[config.mk]
export PLATFORM = sky130hd
export DESIGN_NAME = boot_loader_flat
export DESIGN_NICKNAME = d
export VERILOG_FILES = /design/src/rtl/proc_pkg.sv /design/src/rtl/boot_loader_if.sv /design/src/rtl/boot_loader_word_assembler.sv /design/src/rtl/boot_loader.sv /design/src/flat_wrapper.sv
export SDC_FILE = /design/constraint.sdc
export NUM_CORES = 1
export LEC_CHECK = 0
export CAP_MARGIN = 15
export CORE_ASPECT_RATIO = 1.4
export CORE_MARGIN = 8
export CORE_UTILIZATION = 40
export DETAILED_ROUTE_END_ITERATION = 10
export GPL_TIMING_DRIVEN = 0
export SYNTH_ARGS = -nofsm -noshare
export SYNTH_HDL_FRONTEND = slang
export SYNTH_SLANG_ARGS = --single-unit
[constraint.sdc]
create_clock -name clk -period 2.8 [get_ports clk]
set_input_delay 0.56 -clock clk [delete_from_list [all_inputs] [get_ports clk]]
set_output_delay 0.56 -clock clk [all_outputs]
set_load 0.02 [all_outputs]
[src/rtl/proc_pkg.sv]
// Shared types and constants for the boot loader slice.
// Holds the loader FSM encoding, instruction width and default base address.
package proc_pkg;

  localparam int IW = 32;

  localparam logic [31:0] DEF_BASE_ADDR = 32'h0000_0000;

  typedef enum logic [2:0] {
    LEN_LO,
    LEN_HI,
    DATA,
    CHECK,
    RUN,
    ERR
  } bl_state_e;

endpackage

[src/rtl/boot_loader_if.sv]
// Byte-stream valid/ready channel into the boot loader.
// master: stream source (drives valid/byte); slave: loader (drives ready).
interface boot_loader_if;

  logic       rx_valid;
  logic [7:0] rx_byte;
  logic       rx_ready;

  modport master (
    output rx_valid,
    output rx_byte,
    input  rx_ready
  );

  modport slave (
    input  rx_valid,
    input  rx_byte,
    output rx_ready
  );

endinterface

[src/rtl/boot_loader_word_assembler.sv]
// Packs little-endian stream bytes into a 32-bit word.
// Ports: clk, reset, in_byte, byte_idx, strobe -> word, word_valid (1-cycle).
module boot_loader_word_assembler
  import proc_pkg::*;
(
  input  logic          clk,
  input  logic          reset,
  input  logic [7:0]    in_byte,
  input  logic [1:0]    byte_idx,
  input  logic          strobe,
  output logic [IW-1:0] word,
  output logic          word_valid
);

  logic [IW-1:0] word_q;
  logic          wv_q;

  always_ff @(posedge clk) begin
    if (reset) begin
      word_q <= '0;
      wv_q   <= 1'b0;
    end else begin
      // pulse lands in the cycle after the 4th byte,
      // when word_q already holds the full word
      wv_q <= strobe && (byte_idx == 2'd3);
      if (strobe)
        word_q[{byte_idx, 3'b000} +: 8] <= in_byte;
    end
  end

  assign word       = word_q;
  assign word_valid = wv_q;

endmodule

[src/rtl/boot_loader.sv]
// Loads a length-prefixed, XOR-checksummed image into instruction RAM.
// Ports: clk, reset, rx (stream slave), imem_we/addr/wdata, cpu_reset, load_done, load_err.
module boot_loader
  import proc_pkg::*;
#(
  parameter logic [31:0] BASE_ADDR   = DEF_BASE_ADDR,
  parameter int unsigned DEPTH_WORDS = 256
) (
  input  logic          clk,
  input  logic          reset,
  boot_loader_if.slave  rx,
  output logic          imem_we,
  output logic [31:0]   imem_addr,
  output logic [IW-1:0] imem_wdata,
  output logic          cpu_reset,
  output logic          load_done,
  output logic          load_err
);

  bl_state_e   state;
  bl_state_e   state_n;
  logic        rdy_q;
  logic [7:0]  len_lo;
  logic [15:0] len;
  logic [15:0] len_full;
  logic [1:0]  byte_idx;
  logic [15:0] word_idx;
  logic [7:0]  csum;
  logic        acc;
  logic        strobe;
  logic        wv;
  logic        too_big;
  logic        last_byte;

  // ready is held low through the reset cycle itself
  assign rx.rx_ready = rdy_q &&
    (state inside {LEN_LO, LEN_HI, DATA, CHECK});

  assign acc       = rx.rx_valid && rx.rx_ready;
  assign strobe    = acc && (state == DATA);
  assign len_full  = {rx.rx_byte, len_lo};
  assign too_big   = {16'd0, len_full} > DEPTH_WORDS;
  assign last_byte = (byte_idx == 2'd3) &&
                     (word_idx == len - 16'd1);

  always_ff @(posedge clk) begin
    if (reset) state <= LEN_LO;
    else       state <= state_n;
  end

  always_comb begin
    state_n = state;
    unique case (state)
      LEN_LO: if (acc) state_n = LEN_HI;
      LEN_HI: begin
        if (acc) begin
          if (too_big)              state_n = ERR;
          else if (len_full == '0)  state_n = CHECK;
          else                      state_n = DATA;
        end
      end
      DATA:  if (acc && last_byte) state_n = CHECK;
      CHECK: begin
        if (acc)
          state_n = (rx.rx_byte == csum) ? RUN : ERR;
      end
      RUN:     state_n = RUN;
      ERR:     state_n = ERR;
      default: state_n = LEN_LO;
    endcase
  end

  always_ff @(posedge clk) begin
    if (reset) begin
      rdy_q     <= 1'b0;
      len_lo    <= '0;
      len       <= '0;
      byte_idx  <= '0;
      word_idx  <= '0;
      csum      <= '0;
      cpu_reset <= 1'b1;
      load_done <= 1'b0;
      load_err  <= 1'b0;
    end else begin
      rdy_q <= 1'b1;
      if (acc && state == LEN_LO) len_lo <= rx.rx_byte;
      if (acc && state == LEN_HI) len    <= len_full;
      if (strobe) begin
        csum     <= csum ^ rx.rx_byte;
        byte_idx <= byte_idx + 2'd1;
      end
      // advance after the strobe so its address uses the old index
      if (wv) word_idx <= word_idx + 16'd1;
      load_done <= (state_n == RUN);
      load_err  <= (state_n == ERR);
      cpu_reset <= (state_n != RUN);
    end
  end

  boot_loader_word_assembler u_asm (
    .clk        (clk),
    .reset      (reset),
    .in_byte    (rx.rx_byte),
    .byte_idx   (byte_idx),
    .strobe     (strobe),
    .word       (imem_wdata),
    .word_valid (wv)
  );

  // a strobe pending in the reset cycle is dropped
  assign imem_we   = wv && !reset;
  assign imem_addr = BASE_ADDR + {14'd0, word_idx, 2'b00};

endmodule

[src/flat_wrapper.sv]
// flat-port wrapper written by rule: the top's interface ports become plain ports
module boot_loader_flat import proc_pkg::*;
#(
  parameter logic [31:0] BASE_ADDR   = DEF_BASE_ADDR,
  parameter int unsigned DEPTH_WORDS = 256
)
  (clk, reset, imem_we, imem_addr, imem_wdata, cpu_reset, load_done, load_err, rx_rx_valid, rx_rx_byte, rx_rx_ready);
  boot_loader_if rx_i ();
  input  logic clk;
  input  logic reset;
  output logic imem_we;
  output logic [31:0] imem_addr;
  output logic [IW-1:0] imem_wdata;
  output logic cpu_reset;
  output logic load_done;
  output logic load_err;
  input wire logic [$bits(rx_i.rx_valid)-1:0] rx_rx_valid;
  input wire logic [$bits(rx_i.rx_byte)-1:0] rx_rx_byte;
  output wire logic [$bits(rx_i.rx_ready)-1:0] rx_rx_ready;
  assign rx_i.rx_valid = rx_rx_valid;
  assign rx_i.rx_byte = rx_rx_byte;
  assign rx_rx_ready = rx_i.rx_ready;
  boot_loader #(.BASE_ADDR(BASE_ADDR), .DEPTH_WORDS(DEPTH_WORDS)) u_core (.clk(clk), .reset(reset), .rx(rx_i), .imem_we(imem_we), .imem_addr(imem_addr), .imem_wdata(imem_wdata), .cpu_reset(cpu_reset), .load_done(load_done), .load_err(load_err));
endmodule
# Word-level counts from Yosys, hierarchy flattened
# Index checks and enable logic that the tools add are counted.
totals:
  ff_bits: 90
  inputBits: 11
  output_inout_bits: 69
  word_cells: 54
classes:
  add_sub_neg: 4
  magnitude_cmp: 1
  eq_ne: 11
  n_shift: 2
  n_mux: 10
  bitwise_logic: 1
  reduce_logical: 13
ops:
  columns: ["operator", "count"]
  rows:
  - ["$bwmux 32", 1]
  - ["$shift 8x7->32 const A", 1]
  - ["$shiftx 8x7->32", 1]
  - ["$pmux 3 s6", 1]
  - ["$add 16x1->16 const B", 1]
  - ["$eq 16x16->1", 1]
  - ["$gt 16x9->1 const B", 1]
  - ["$logic_not 16->1", 1]
  - ["$sub 16x1->16 const B", 1]
  - ["$mux 3", 5]
  - ["$eq 3x3->1 const B", 4]
  - ["$logic_and 1x1->1", 9]
  - ["$eq 8x8->1", 1]
  - ["$xor 8x8->8", 1]
  - ["$neg 5->7", 1]
  - ["$eq 3x2->1 const B", 2]
  - ["$reduce_bool 4->1", 1]
  - ["$eq 3x1->1 const B", 1]
  - ["$logic_not 3->1", 1]
  - ["$mux 1", 3]
  - ["$ne 3x3->1 const B", 1]
  - ["$add 2x1->2 const B", 1]
  - ["$eq 2x2->1 const B", 1]
  - ["$logic_not 1->1", 1]

# Logic depth before layout (Yosys ltp)
logic_depth:
  word_depth: 8
  depth_mapped: 9
  mapped_depth_nobuf: 8

# Cells and area by module
# Synthesis repeated with hierarchy kept, for this count alone.
hier_totals:
  hier_cells: 475
  hier_area_um2: 4285.4
modules_own_cells:
  columns: ["module", "instances", "cells_each", "area_per_inst_um2", "seq_area_each_um2"]
  rows:
  - ["boot_loader", 1, 373, 3039.2, 1141.1]
  - ["boot_loader_word_assembler", 1, 102, 1246.2, 660.6]

# Least setup slack after synthesis
# OpenSTA, ideal clock, no wires.
synth_path:
  path_kind: "reg2reg"
  start: "register u_core.len[0]"
  end: "register u_core.state[0]"
  setup_ps: 73
  arrival_time_ps: 1801
  required_ps: 2727
  slack_ps: 926
  stages_incl_launch_ff: 10
  n_path_buf: 1
  synth_period_minus_slack_ps: 1874
  cell_sequence: "dfxtp_1 -> buf_6 -> inv_1 -> ha_1 -> nor3b_1 -> and3_1 -> a21oi_1 -> nor4_2 -> o211ai_1 -> o22ai_2"
synth_between:
  elab_chain_cells: 6
synth_rtl:
  columns: ["element", "line", "rtl"]
  rows:
  - ["from (decl)", "boot_loader.sv:24", "logic [15:0] len;"]
  - ["from (signal assigned)", "boot_loader.sv:87", "if (acc && state == LEN_HI) len <= len_full;"]
  - ["$sub 16x1->16", "boot_loader.sv:44", "(word_idx == len - 16'd1);"]
  - ["$eq 16x16->1", "boot_loader.sv:44", null]
  - ["$logic_and 1x1->1", "boot_loader.sv:43", "assign last_byte = (byte_idx == 2'd3) &&"]
  - ["$logic_and 1x1->1", "boot_loader.sv:62", "DATA: if (acc && last_byte) state_n = CHECK;"]
  - ["$mux 3", "boot_loader.sv:62", null]
  - ["$pmux 3 s6", "boot_loader.sv:53", "unique case (state)"]
  - ["to (signal assigned)", "boot_loader.sv:48", "else state <= state_n;"]
  - ["to (decl)", "boot_loader.sv:20", "bl_state_e state;"]
# Every way passes these cells.
# A chain may end at the register's enable or synchronous reset.

# Final worst setup path
layout_path:
  start: "input reset"
  end: "output imem_we"
layout_between:
  elab_chain_cells: 2
layout_rtl:
  columns: ["element", "line", "rtl"]
  rows:
  - ["from (decl)", "flat_wrapper.sv:10", "input logic reset;"]
  - ["$logic_not 1->1", "boot_loader.sv:111", "assign imem_we = wv && !reset;"]
  - ["$logic_and 1x1->1", "boot_loader.sv:111", null]
  - ["to (decl)", "flat_wrapper.sv:11", "output logic imem_we;"]
# Every way passes these cells.

==> impl_metrics.csv <==
group,metric,value,unit
status,outcome,"finished, final reports clean",
floorplan,fp.dieW,105,um
pwr,irDropWorstVdd,0.000321,V
synth,synth_area_leaders,"dfxtp_1, nand2_1, a21oi_1",
worst_hold_path,hp-class,"reg2reg",
synth,synth_fa_ha_area_share,1.99,%
routing,drt-initial-drc-count,138,
grt,gr-total-overflow,0,
sta,tns,0,ps
placement,io_buffers,54,
routing,drt_wl_total,11400,um
routing,via_per_inst,4.97,
routing,drc_errors,0,
clock_tree,post_cts_buffers,0,
grt,track_usage,15.8,%
worst_setup_path,worstPathMaxFanout,10,
layout,drive_above_1_share,9.20,%
sta,drv_slew,0,
synth,yosys.area.top_type_share,41.0,%
grt,grt_max_degree,17,
clock_tree,cts_resized,0,
routing,vias,3728,
layout,seq_area,1800,sq um
sta,fin_skew,7.08,ps
layout,n_antenna_cell,0,
floorplan,die_area,14700,sq um
sta,period_share,91.5,%
worst_setup_path,crit_arrival,2000,ps
synth,seq_area_frac_synth,41.0,%
sta,hold_violations,0,
placement,dp.cells,734,
clock_tree,cts_hold_buf,0,
grt,grt_pass1_wl,18900,um
sta,worst_slew_pin_slew,996,ps
clock_tree,cts_tree,"yes",
placement,place_area,5170,sq um
worst_setup_path,startpoint,"reset",
worst_setup_path,r2r_setup_slack,430,ps
synth,synth_edf_count,0,
floorplan,floorplan.die.height,140,um
synth,ys.flop_type,"dfxtp_1",
sta,rsz0062_at_grt,"false",
synth,synth-xor-area-share,10.3,%
grt,grt_antenna_before_repair,0,
sta,setup_slack,238,ps
synth,synth-async-reset-ratio,0,%
grt,grt_pass1_vias,3764,
synth,yosysTopAreaCell,"dfxtp_1",
worst_setup_path,r2r-start,"u_core.len[0]",
layout,fillCellCount,1069,
worst_setup_path,r2r-end,"u_core.state[0]",
clock_tree,clkTransAtPathRegs,70,ps
pwr,p_total,2740,uW
worst_setup_path,critPathRequiredTime,2240,ps
clock_tree,root_buffer,"clkbuf_16",
synth,synth-simple-area-share,26.7,%
routing,drt_first_pass_iters,4,
layout,final_cells,750,
floorplan,initial_utilization,40.7,%
synth,yosysWarnings,0,
worst_setup_path,worst-setup-path-type,"in2out",
job,drv_cap,0,
synth,ys_types,57,
sta,min_period,2560,ps
floorplan,core_area,10800,sq um
clock_tree,cts_buffer_depth,2,
synth,synth_top_family_by_area,"simple AND/OR/NAND/NOR gates",
routing,antenna_left,0,
floorplan,rows,45,
sta,fmax,390,MHz
synth,synth_compound_area_share,10.6,%
layout,finish.net_count,622,
sta,setup_viol,0,
worst_setup_path,startpoint_type,"primary input",
worst_setup_path,end_kind,"output port",
layout,stdcell_area,5480,sq um
synth,synth_area,4400,sq um
clock_tree,cts_htree_levels,3,
pwr,p_leak,0.00199,uW
worst_setup_path,rr_worst_depth,9,
synth,synth_seq_cells,90,
routing,wl_per_cell,15.1,um
sta,relSlewSlack,33.1,%
clock_tree,cts_made_buffers,9,
synth,synth_area_per_cell,8.39,sq um
placement,hpwl,8450,um
synth,synth_mux_area_share,2.50,%
clock_tree,clk_latency,330,ps
placement,gp_congestion,0.828,
synth,syn_inst,524,
layout,synthToLayoutAreaGrowth,24.7,%
layout,multiInputGateArea,2350,sq um
floorplan,io_pins,80,
placement,place_ws,229,ps
clock_tree,clkSinkCount,90,
worst_setup_path,crit_end,"imem_we",
pwr,p_per_area,499,nW/um^2
## cell families (layout without fill, tap and decap cells)
group                    after synthesis  count (layout)
AND/OR/NAND/NOR                      231             231
flip-flops                            90              90
AO/OA/AOI/OAI                         77              77
buffers and inverters                 57             127
XOR/XNOR                              50              50
multiplexers                          11              11
adder cells (fa/ha/maj)                7               7
other                                  1              16
## worst max-delay path, stage by stage
cell and delay, ps:
clkbuf_1 220, clkbuf_1 560, nor2b_1 100, clkdlybuf4s50_1 560
## routing by layer
layer / up-vias / GRT usage (%) / part of all wire, %
met5: - / 0 / 0
met2: 82 / 28.9 / 52
li1: 1908 / - / -
met1: 1730 / 17.1 / 41
met4: 0 / 5.28 / 1.5
met3: 8 / 4.41 / 5.2
## worst min-delay path by stage
stage / end / cells after the start / startpoint
after global placement: u_core.u_asm.word[20] / 2 / u_core.u_asm.word[20]
after CTS: u_core.u_asm.word[27] / 2 / u_core.u_asm.word[27]
after floorplan: u_core.len[7] / 2 / u_core.len_lo[7]
final: u_core.u_asm.word[27] / 2 / u_core.u_asm.word[27]
after global routing: u_core.u_asm.word[27] / 2 / u_core.u_asm.word[27]
after detailed placement: u_core.u_asm.word[4] / 2 / u_core.u_asm.word[4]
## sequential cells by signal, summed over array words and instances, names as in the netlist
| register | flops |
|---|---|
| u_core.u_asm.word | 32 |
| u_core.len | 16 |
| u_core.word_idx | 16 |
| u_core.csum | 8 |
| u_core.len_lo | 8 |
| u_core.state | 3 |
| u_core.byte_idx | 2 |
| u_core.cpu_reset | 1 |
| u_core.load_done | 1 |
| u_core.load_err | 1 |
| u_core.rdy_q | 1 |
| u_core.u_asm.word_valid | 1 |
## placed cells by master (no fill, tap or decap), types with 3 or more instances in the layout
| cell | Yosys | layout |
|---|---|---|
| dfxtp_1 | 90 | 90 |
| nand2_1 | 89 | 89 |
| a21oi_1 | 56 | 56 |
| clkdlybuf4s50_1 | 0 | 54 |
| nor2_1 | 40 | 40 |
| nand3_1 | 36 | 36 |
| xor2_1 | 25 | 25 |
| xnor2_1 | 24 | 24 |
| clkbuf_1 | 19 | 19 |
| buf_4 | 16 | 16 |
| conb_1 | 1 | 16 |
| mux2i_1 | 11 | 11 |
| clkbuf_16 | 0 | 9 |
| and3_1 | 8 | 8 |
| inv_1 | 8 | 8 |
| buf_2 | 8 | 8 |
| nand4_1 | 7 | 7 |
| ha_1 | 7 | 7 |
| nor3_1 | 6 | 6 |
| nor4_1 | 5 | 5 |
| nand2b_1 | 5 | 5 |
| o21ai_0 | 4 | 4 |
| or3_1 | 4 | 4 |
| nor3b_1 | 4 | 4 |
| and2_1 | 4 | 4 |
| buf_1 | 3 | 3 |
| nor4b_1 | 3 | 3 |
| nor2b_1 | 3 | 3 |
| nor4_2 | 3 | 3 |
| a211oi_1 | 3 | 3 |
## where the power goes
| part | internal, uW | switching (uW) |
|---|---|---|
| logic | 64.5 | 119 |
| clock network | 726 | 525 |
| registers | 1290 | 11.3 |
## per-stage QoR
| stage | hold slack, ps | utilization [%] |
|---|---|---|
| floorplan | 444 | - |
| CTS | 456 | 50.7 |
| finish | 451 | 50.7 |
| detailed placement | 445 | 47.8 |
| global route | 480 | 50.7 |
| global placement | 442 | 47.8 |
## cell type report
class | instances | share of cell area, %
Timing Repair Buffer | 54 | 9.86
Buffer | 48 | 4.88
Inverter | 9 | 0.616
Tap cell | 141 | 3.22
Sequential cell | 90 | 32.9
Multi-Input combinational cell | 392 | 42.9
Clock inverter | 6 | 1.32
Clock buffer | 10 | 4.36
## synthesized netlist by cell type, types with 2 or more instances
cell type / count
dfxtp_1: 90
nand2_1: 89
a21oi_1: 56
nor2_1: 40
nand3_1: 36
xor2_1: 25
xnor2_1: 24
clkbuf_1: 19
buf_4: 16
mux2i_1: 11
and3_1: 8
buf_2: 8
inv_1: 8
ha_1: 7
nand4_1: 7
nor3_1: 6
nand2b_1: 5
nor4_1: 5
and2_1: 4
nor3b_1: 4
o21ai_0: 4
or3_1: 4
a211oi_1: 3
buf_1: 3
nor2b_1: 3
nor4_2: 3
nor4b_1: 3
nor3_4: 2
or4_1: 2
or4_4: 2
(Power assumes the default switching activity.)
